## src/rtl/ikbd_serial_rx_fifo.sv

```systemverilog
// rtl/ikbd_serial_rx_fifo.sv - IKBD serial 8N1 receiver feeding a small byte FIFO
//
// Purpose: samples the MCU SCI transmit line (idle high, 8N1, LSB first) with a
// CLKS_PER_BIT oversampling counter and stores received bytes in a FIFO_DEPTH
// entry FIFO. Framing errors and overflows are reported as sticky flags.
//
// Ports:
//   CLKx2  - single clock, all state on posedge
//   RST    - asynchronous active-high reset
//   rxd    - serial input line
//   rd     - pop strobe, one entry per asserted cycle (ignored when empty)
//   dout   - FIFO head byte, meaningful while valid=1
//   valid  - FIFO not empty
//   count  - number of stored bytes
//   ferr   - sticky framing error
//   ovf    - sticky overflow
//   clr    - synchronous clear of ferr/ovf (a same-cycle set wins)
//
// Configuration: define IKBD_RX_SYNC_EN to add a 2-flop synchronizer on rxd
// (adds 2 cycles to all rxd-relative timing).

module ikbd_serial_rx_fifo #(
  parameter int CLKS_PER_BIT = 256,
  parameter int FIFO_DEPTH   = 4
) (
  input  logic                        CLKx2,
  input  logic                        RST,
  input  logic                        rxd,
  input  logic                        rd,
  output logic [7:0]                  dout,
  output logic                        valid,
  output logic [$clog2(FIFO_DEPTH):0] count,
  output logic                        ferr,
  output logic                        ovf,
  input  logic                        clr
);

  localparam int AW = $clog2(FIFO_DEPTH);
  localparam int CW = $clog2(CLKS_PER_BIT);
  localparam logic [CW-1:0] CNT_LAST = CW'(CLKS_PER_BIT - 1);
  localparam logic [CW-1:0] CNT_HALF = CW'(CLKS_PER_BIT / 2 - 1);
  localparam logic [AW:0]   CNT_FULL = (AW + 1)'(FIFO_DEPTH);

  typedef enum logic [2:0] {IDLE, START, DATA, STOP, WAITHI} state_t;

  logic          rxd_s;
  logic          rxd_prev;
  state_t        state_q, state_d;
  logic [CW-1:0] cnt_q, cnt_d;
  logic [2:0]    idx_q, idx_d;
  logic [7:0]    shift_q;
  logic          shift_en, push, set_ferr;

  logic [7:0]    mem [FIFO_DEPTH];
  logic [AW-1:0] wr_ptr, rd_ptr;
  logic [AW:0]   count_q;
  logic          pop, push_ok, set_ovf;

`ifdef IKBD_RX_SYNC_EN
  logic [1:0] sync_q;
  always_ff @(posedge CLKx2 or posedge RST) begin
    if (RST) sync_q <= 2'b11;
    else     sync_q <= {sync_q[0], rxd};
  end
  assign rxd_s = sync_q[1];
`else
  assign rxd_s = rxd;
`endif

  always_ff @(posedge CLKx2 or posedge RST) begin
    if (RST) begin
      state_q  <= IDLE;
      cnt_q    <= '0;
      idx_q    <= '0;
      shift_q  <= '0;
      rxd_prev <= 1'b1;
    end else begin
      state_q  <= state_d;
      cnt_q    <= cnt_d;
      idx_q    <= idx_d;
      rxd_prev <= rxd_s;
      if (shift_en) shift_q[idx_q] <= rxd_s;
    end
  end

  always_comb begin
    state_d  = state_q;
    cnt_d    = cnt_q + CW'(1);
    idx_d    = idx_q;
    shift_en = 1'b0;
    push     = 1'b0;
    set_ferr = 1'b0;
    case (state_q)
      IDLE: begin
        cnt_d = '0;
        if (rxd_prev && !rxd_s) state_d = START;
      end
      START: begin
        // Re-check mid start bit so short low glitches are rejected.
        if (cnt_q == CNT_HALF) begin
          cnt_d = '0;
          if (rxd_s) begin
            state_d = IDLE;
          end else begin
            idx_d   = '0;
            state_d = DATA;
          end
        end
      end
      DATA: begin
        if (cnt_q == CNT_LAST) begin
          cnt_d    = '0;
          shift_en = 1'b1;
          idx_d    = idx_q + 3'd1;
          if (idx_q == 3'd7) state_d = STOP;
        end
      end
      STOP: begin
        if (cnt_q == CNT_LAST) begin
          cnt_d = '0;
          if (rxd_s) begin
            push    = 1'b1;
            state_d = IDLE;
          end else begin
            set_ferr = 1'b1;
            state_d  = WAITHI;
          end
        end
      end
      WAITHI: begin
        // Hold off until the line is high again so a break is one error only.
        cnt_d = '0;
        if (rxd_s) state_d = IDLE;
      end
      default: begin
        cnt_d   = '0;
        state_d = IDLE;
      end
    endcase
  end

  assign pop     = rd && (count_q != '0);
  // A simultaneous pop frees a slot, so a push into a full FIFO still lands.
  assign push_ok = push && ((count_q != CNT_FULL) || pop);
  assign set_ovf = push && !push_ok;

  always_ff @(posedge CLKx2 or posedge RST) begin
    if (RST) begin
      for (int i = 0; i < FIFO_DEPTH; i++) mem[i] <= '0;
      wr_ptr  <= '0;
      rd_ptr  <= '0;
      count_q <= '0;
      ferr    <= 1'b0;
      ovf     <= 1'b0;
    end else begin
      if (push_ok) begin
        mem[wr_ptr] <= shift_q;
        wr_ptr      <= wr_ptr + AW'(1);
      end
      if (pop) rd_ptr <= rd_ptr + AW'(1);
      count_q <= count_q + (AW + 1)'(push_ok) - (AW + 1)'(pop);
      if (set_ferr)  ferr <= 1'b1;
      else if (clr)  ferr <= 1'b0;
      if (set_ovf)   ovf <= 1'b1;
      else if (clr)  ovf <= 1'b0;
    end
  end

  assign dout  = mem[rd_ptr];
  assign valid = (count_q != '0);
  assign count = count_q;

endmodule
```

## config.mk

```make
export PLATFORM = sky130hd
export DESIGN_NAME = ikbd_serial_rx_fifo
export DESIGN_NICKNAME = d
export VERILOG_FILES = /design/src/rtl/ikbd_serial_rx_fifo.sv
export SDC_FILE = /design/constraint.sdc
export NUM_CORES = 1
export LEC_CHECK = 0
export CORE_ASPECT_RATIO = 1.25
export CORE_MARGIN = 3
export CORE_UTILIZATION = 43
export DETAILED_ROUTE_END_ITERATION = 6
export GPL_TIMING_DRIVEN = 0
export PLACE_DENSITY = 0.7
export RECOVER_POWER = 100
export SYNTH_ARGS = -nofsm -noshare
export SYNTH_HDL_FRONTEND = slang
export SYNTH_SLANG_ARGS = --single-unit
```

## constraint.sdc

```tcl
create_clock -name CLKx2 -period 3.35 [get_ports CLKx2]
set_input_delay 0.67 -clock CLKx2 [delete_from_list [all_inputs] [get_ports CLKx2]]
set_output_delay 0.67 -clock CLKx2 [all_outputs]
set_load 0.01 [all_outputs]
```

==> metrics, run 1 <==
wire length per cell=approximately 15 um; initial DRC count=slightly above 90; maxcap violations=0; final period demand of the worst path=about 3 ns; YS warnings=0; top-area cell type share of the netlist area=about 50%; number of buffers added by the clock tree synthesis step=9; Syn Nets=251; worst-case setup margin in the final layout=between 0.3 and 0.4 ns; Mapped Avg Cell Area=13.4 um^2; CTS Hold Buffers Added=0; static leakage power=between 1.5 and 2 nW; detailed-route via count=approximately 1900; setup slack after placement=approximately 0.040 ns; clk root buf=sky130_fd_sc_hd__clkbuf_8; Syn Inst Count=236; core area=approximately 7100 um^2; aggregate negative setup slack=0 ns; horizontal die dimension=82.6 um; number of iterations in the first detailed-routing pass=4; Chip Height=between 100 and 150 um; Filler cells=around 630; global-route met2 utilization=25.1%; most common cell after layout, fill and taps aside=sky130_fd_sc_hd__dfrtp_1; largest cells by area after synthesis=sky130_fd_sc_hd__dfrtp_1 50%, sky130_fd_sc_hd__mux2_2 14%, sky130_fd_sc_hd__mux4_2 5.7%; transition at the pin with the smallest max-transition slack=roughly 1 ns; final number of max-transition violations=0; Port Buf Inserts=18; ANT cells=0; met3 Track Usage GR=around 2.4%; cell area after placement=3470 um^2; Final Total Pwr=approximately 2.3 mW; CTS tree=yes; Max-slew headroom=around a third; ratio of total power to cell area=slightly above 600 nW/um^2; buffers inserted by post-CTS timing repair=0; most used cells in the layout excluding fill and tap cells=63 x sky130_fd_sc_hd__dfrtp_1, 39 x sky130_fd_sc_hd__mux2_2, 13 x sky130_fd_sc_hd__nor2_1; Layout area overhead=15.8%; proportion of synthesized chip area in sequential cells=between 50% and 60%; outcome=complete, no violations; aggregate routed wire length=around 5500 um; distinct cell type count of the synthesized netlist=48; share of post-route cells with drive strength above 1=26.9%; count of flip-flops with a built-in enable after synthesis=0; number of sinks on the clock net=64; path type of the worst setup path=register to output port; Finished Cell Area=3650 um^2; num ports=19; Overflow after GRT=0; Critical Path End Type=output port; num rows=34; detail-routed via count per cell=between 5 and 6; first-pass GRT wire length=around 9400 um; library cell occupying the most area in the post-synthesis netlist=sky130_fd_sc_hd__dfrtp_1; total track usage=14.9%; cell count after placement=~350; Final Setup Violations=0; worst supply voltage drop on vdd=between 0.0002 and 0.0003 V; largest net degree at the start of global routing=42; Clock Skew=roughly 0.0088 ns; final std cells w/o fill=roughly 360; area used by sequential logic in the layout=between 1500 and 2000 um^2; Antenna Violating Nets Remaining=0; cell area after technology mapping=~3200 um^2; Worst Hold Margin=a little under 0.5 ns; Final Hold Fails=0; Post-CTS Resized=0; DRC violations left=0; level count of the clock H-tree=3; number of global-route vias before repair=1988; antenna violations before repair=0; source-to-sink clock delay at the later pin of the worst-skew pair=0.33 ns; Post-synth top flop=sky130_fd_sc_hd__dfrtp_1; worst min-delay path class=register to register; achievable frequency=~330 MHz; Longest Clk Path Bufs=2; category of the worst setup path launch point=register; total area of multi-input combinational cells=1370 um^2; Final nets=roughly 280; Worst Path Arrival=between 2 and 2.5 ns; setup repair after global routing missed its margin=false; register bit total from synthesis=between 60 and 70; initial cell density of the core=between 40% and 50%; Data required, critical path=around 2.7 ns; Max FO, Critical Path=10; Post-synth ARST share=100%; share of the cycle needed by the critical path after routing=between 90% and 100%; detailed-placement wirelength estimate=roughly 3900 um; RD Place Congestion=~0.74; share of the core filled with cells in the final layout=between 50% and 60%; layer with the highest usage after global routing=met2; met1 usage=between 10% and 20%; die area=approximately 8400 um^2; CTS clock-pin slew for the worst setup and hold paths=0.07 ns
[cell families (layout without fill, tap and decap cells)]
family / Yosys count / after routing / synth area share, %
multiplexers: 50 / 50 / 20.7
buffers and inverters: 23 / 58 / 2.90
adder cells (fa/ha/maj): 10 / 10 / 4.21
XOR/XNOR: 12 / 12 / 3.33
flip-flops: 64 / 64 / 50.8
AND/OR/NAND/NOR: 60 / 60 / 14.2
AO/OA/AOI/OAI: 17 / 17 / 3.77
[path summary, 6_finish.rpt]
kind,depth (start not counted),start,slack [ns],end
min reg2reg,1,cnt_q[0],0.49,cnt_q[0]
min,1,cnt_q[0],0.49,cnt_q[0]
max in group asynchronous,3,RST,0.90,idx_q[1]
max,3,rd_ptr[0],0.31,dout[6]
min in group asynchronous,2,RST,0.96,count[2]
max reg2reg,11,cnt_q[0],0.54,count[2]
[layer usage]
| layer | vias to the layer above | part of all wire, % |
|---|---|---|
| li1 | 907 | - |
| met1 | 958 | 45 |
| met2 | 22 | 51 |
| met3 | 12 | 2.0 |
| met4 | 0 | 2.1 |
| met5 | - | 0 |
[worst max-delay path, stage by stage, from the launching register on]
cell                              delay [ns]
sky130_fd_sc_hd__dfrtp_1                0.32
sky130_fd_sc_hd__clkbuf_1               0.62
sky130_fd_sc_hd__mux4_2                 0.61
sky130_fd_sc_hd__clkdlybuf4s50_1        0.49
[Yosys cell counts, types with 2 or more instances]
| cell | number |
|---|---|
| sky130_fd_sc_hd__dfrtp_1 | 63 |
| sky130_fd_sc_hd__mux2_2 | 39 |
| sky130_fd_sc_hd__nor2_1 | 13 |
| sky130_fd_sc_hd__inv_1 | 12 |
| sky130_fd_sc_hd__ha_1 | 9 |
| sky130_fd_sc_hd__nand2_1 | 9 |
| sky130_fd_sc_hd__mux4_2 | 8 |
| sky130_fd_sc_hd__xnor2_1 | 8 |
| sky130_fd_sc_hd__nand3_1 | 5 |
| sky130_fd_sc_hd__nand3_4 | 5 |
| sky130_fd_sc_hd__nor3_1 | 5 |
| sky130_fd_sc_hd__buf_1 | 4 |
| sky130_fd_sc_hd__xor2_1 | 4 |
| sky130_fd_sc_hd__a21oi_1 | 3 |
| sky130_fd_sc_hd__buf_2 | 3 |
| sky130_fd_sc_hd__clkbuf_1 | 3 |
| sky130_fd_sc_hd__mux2_1 | 3 |
| sky130_fd_sc_hd__nand3b_1 | 3 |
| sky130_fd_sc_hd__o21ai_0 | 3 |
| sky130_fd_sc_hd__a22o_1 | 2 |
| sky130_fd_sc_hd__nand2b_1 | 2 |
| sky130_fd_sc_hd__nor3b_1 | 2 |
| sky130_fd_sc_hd__o22ai_1 | 2 |
| sky130_fd_sc_hd__or3_1 | 2 |
[power by group]
part	switching [mW]	total (mW)	internal (mW)
Combinational	0.231	0.429	0.198
Sequential	0.0535	0.889	0.836
Clock	0.305	0.952	0.648
[area by class of cell]
type	count	area share, %
sequential	64	43.9
multi-input combinational	149	37.5
timing repair buffer	19	5.07
clock inverter	7	4.59
clock buffer	9	3.39
tap	90	3.08
buffer	11	1.23
inverter	12	1.23
[sequential cells by signal (all words and copies together) (netlist names)]
signal and flops:
ferr 1, rd_ptr 2, shift_q 8, state_q 3, mem 32, rxd_prev 1, ovf 1, cnt_q 8
wr_ptr 2, idx_q 3, count 3
(Power assumes the default switching activity.)
==> run 2: changes to the inputs <==
Settings changed: CORE_MARGIN 3 to not set.
==> metrics, run 2 (synthesis results as in run 1) <==
Layout area overhead=13.5%; P_sw=584 uW (-0.72%); first-pass GRT wire length=9070 um (-3.8%); final std cells w/o fill=361 (unchanged); initial DRC count=88 (-4.3%); Final Setup Violations=0 (unchanged); CTS clock-pin slew for the worst setup and hold paths=0.08 ns (about the same); RD Place Congestion=0.713 (-3.6%); static leakage power=1.65 nW (-2.0%); total track usage=15.6% (+0.69 points); CTS tree=yes; Longest Clk Path Bufs=2 (unchanged); Max FO, Critical Path=10 (unchanged); aggregate routed wire length=5300 um (-4.1%); Net Sw Frac=28.7% (+2.8 points); Filler cells=628 (-0.16%); die area=7680 um^2 (-8.6%); final period demand of the worst path=3.04 ns (-0.00602 ns); Post-CTS Resized=0 (unchanged); detailed-placement wirelength estimate=3730 um (-4.2%); horizontal die dimension=78.6 um (-4.8%); Final Hold Fails=0 (unchanged); Worst Hold Margin=0.481 ns (-0.00903 ns); num ports=19 (unchanged); aggregate negative setup slack=0 ns (unchanged); Top Registers=mem x32, cnt_q x8, shift_q x8; most used cells in the layout excluding fill and tap cells=63 x sky130_fd_sc_hd__dfrtp_1, 39 x sky130_fd_sc_hd__mux2_2, 13 x sky130_fd_sc_hd__nor2_1; ANT cells=0 (unchanged); DRC violations left=0 (unchanged); clk root buf=sky130_fd_sc_hd__clkbuf_8; outcome=complete, no violations; transition at the pin with the smallest max-transition slack=0.978 ns (-0.0265 ns); number of global-route vias before repair=1913 (-3.8%); category of the worst setup path launch point=register; largest net degree at the start of global routing=40 (-4.8%); antenna violations before repair=0 (unchanged); Port Buf Inserts=18 (unchanged); CTS Hold Buffers Added=0 (unchanged); cell count after placement=345 (unchanged); Comb pwr share=20.7% (+1.8 points); level count of the clock H-tree=3 (unchanged); internal power component=1.45 mW (-14%); num rows=34 (unchanged); most common cell after layout, fill and taps aside=sky130_fd_sc_hd__dfrtp_1; Antenna Violating Nets Remaining=0 (unchanged); Clock Skew=0.0113 ns (+0.00251 ns); part of the power in registers=43.8% (+4.6 points); register ranked first by flip-flop count=mem; core area=7020 um^2 (-0.60%); initial cell density of the core=44.9% (+0.27 points); path type of the worst setup path=register to output port; Clock Power Share=35.5% (-6.4 points); achievable frequency=329 MHz (+0.20%); Final nets=281 (unchanged); ratio of total power to cell area=569 nW/um^2 (-8.5%); detailed-route via count=1868 (-1.6%); share of the cycle needed by the critical path after routing=90.7% (-0.18 points); final number of max-transition violations=0 (unchanged); setup repair after global routing missed its margin=false; share of post-route cells with drive strength above 1=26.9% (unchanged); share of the core filled with cells in the final layout=51.0% (-0.72 points); maxcap violations=0 (unchanged); detail-routed via count per cell=5.17 (-1.6%); Worst Path Arrival=2.37 ns (about the same); max reg flops=32 (unchanged); number of sinks on the clock net=64 (unchanged); worst supply voltage drop on vdd=0.000296 V (-0.40%); Chip Height=97.7 um (-3.9%); source-to-sink clock delay at the later pin of the worst-skew pair=0.34 ns (about the same); wire length per cell=14.7 um (-4.1%); Critical Path End Type=output port; worst min-delay path class=register to register; number of buffers added by the clock tree synthesis step=9 (unchanged); Data required, critical path=2.68 ns (about the same); buffers inserted by post-CTS timing repair=0 (unchanged); number of iterations in the first detailed-routing pass=4 (unchanged); Overflow after GRT=0 (unchanged); Max-slew headroom=34.2% (+1.2 points)
==> run 2: cell count changes in the layout (fill, tap and decap cells not counted) <==
cell	delta
sky130_fd_sc_hd__bufinv_16	-3
sky130_fd_sc_hd__clkinv_2	+2
sky130_fd_sc_hd__clkinv_4	-1
sky130_fd_sc_hd__clkinvlp_4	+1
sky130_fd_sc_hd__inv_6	+1
==> run 2: layer usage <==
layer | vias up | wire length (um) | track usage [%]
met5 | - | 0 | 0
met1 | 933 | 2360 | 19.0
li1 | 905 | - | -
met2 | 20 | 2710 | 26.0
met3 | 10 | 117 | 3.36
met4 | 0 | 105 | 7.69
==> run 2: area by class of cell <==
cell class | instances | area, um^2 | share of cell area [%]
plain buffers | 11 | 45.0 | 1.26
repair buffers | 19 | 185 | 5.17
clock buffers | 9 | 124 | 3.46
multi-input cells | 149 | 1370 | 38.3
flip-flops and latches | 64 | 1600 | 44.8
clock inverters | 7 | 95.1 | 2.66
inverters | 12 | 45.0 | 1.26
well taps | 90 | 113 | 3.15
==> run 2: path summary, 6_finish.rpt <==
| path | start | endpoint | slack, ns | cells after the start |
|---|---|---|---|---|
| max in group asynchronous | RST | shift_q[7] | 0.93 | 3 |
| worst min-delay path | cnt_q[0] | cnt_q[0] | 0.48 | 1 |
| min in group asynchronous | RST | state_q[0] | 0.98 | 2 |
| worst max register to register | cnt_q[0] | count[2] | 0.55 | 11 |
| worst max-delay path | rd_ptr[0] | dout[6] | 0.31 | 3 |
| worst min register to register | cnt_q[0] | cnt_q[0] | 0.48 | 1 |
==> run 2: critical path, stage by stage (launching register included) <==
cell and delay, ns:
sky130_fd_sc_hd__dfrtp_1 0.32, sky130_fd_sc_hd__clkbuf_1 0.61, sky130_fd_sc_hd__mux4_2 0.61, sky130_fd_sc_hd__clkdlybuf4s50_1 0.49
==> run 2: power by group through the flow <==
stage | logic, mW | registers [mW] | clock network [mW]
2_1_floorplan | 0.325 | 0.902 | 0
3_3_place_gp | 0.440 | 0.905 | 0
3_5_place_dp | 0.459 | 0.906 | 0
4_1_cts | 0.456 | 0.892 | 0.743
5_1_grt | 0.473 | 0.903 | 0.771
6_report | 0.422 | 0.892 | 0.722
==> run 2: stage by stage <==
stage | total power [mW] | instance area [um^2] | setup slack [ns]
floorplan | 1.23 | 3150 | 0.669
global placement | 1.34 | 3450 | -0.0297
detailed placement | 1.36 | 3470 | 0.0141
CTS | 2.09 | 3680 | 0.388
global route | 2.15 | 3580 | 0.142
finish | 2.04 | 3580 | 0.312
==> run 3: changes to the inputs <==
Settings changed: CTS_CLUSTER_SIZE set to 28, SKIP_LAST_GASP set to 1.
==> results of run 3 <==
The final DEF is identical to that of run 2; final timing and power are the same.
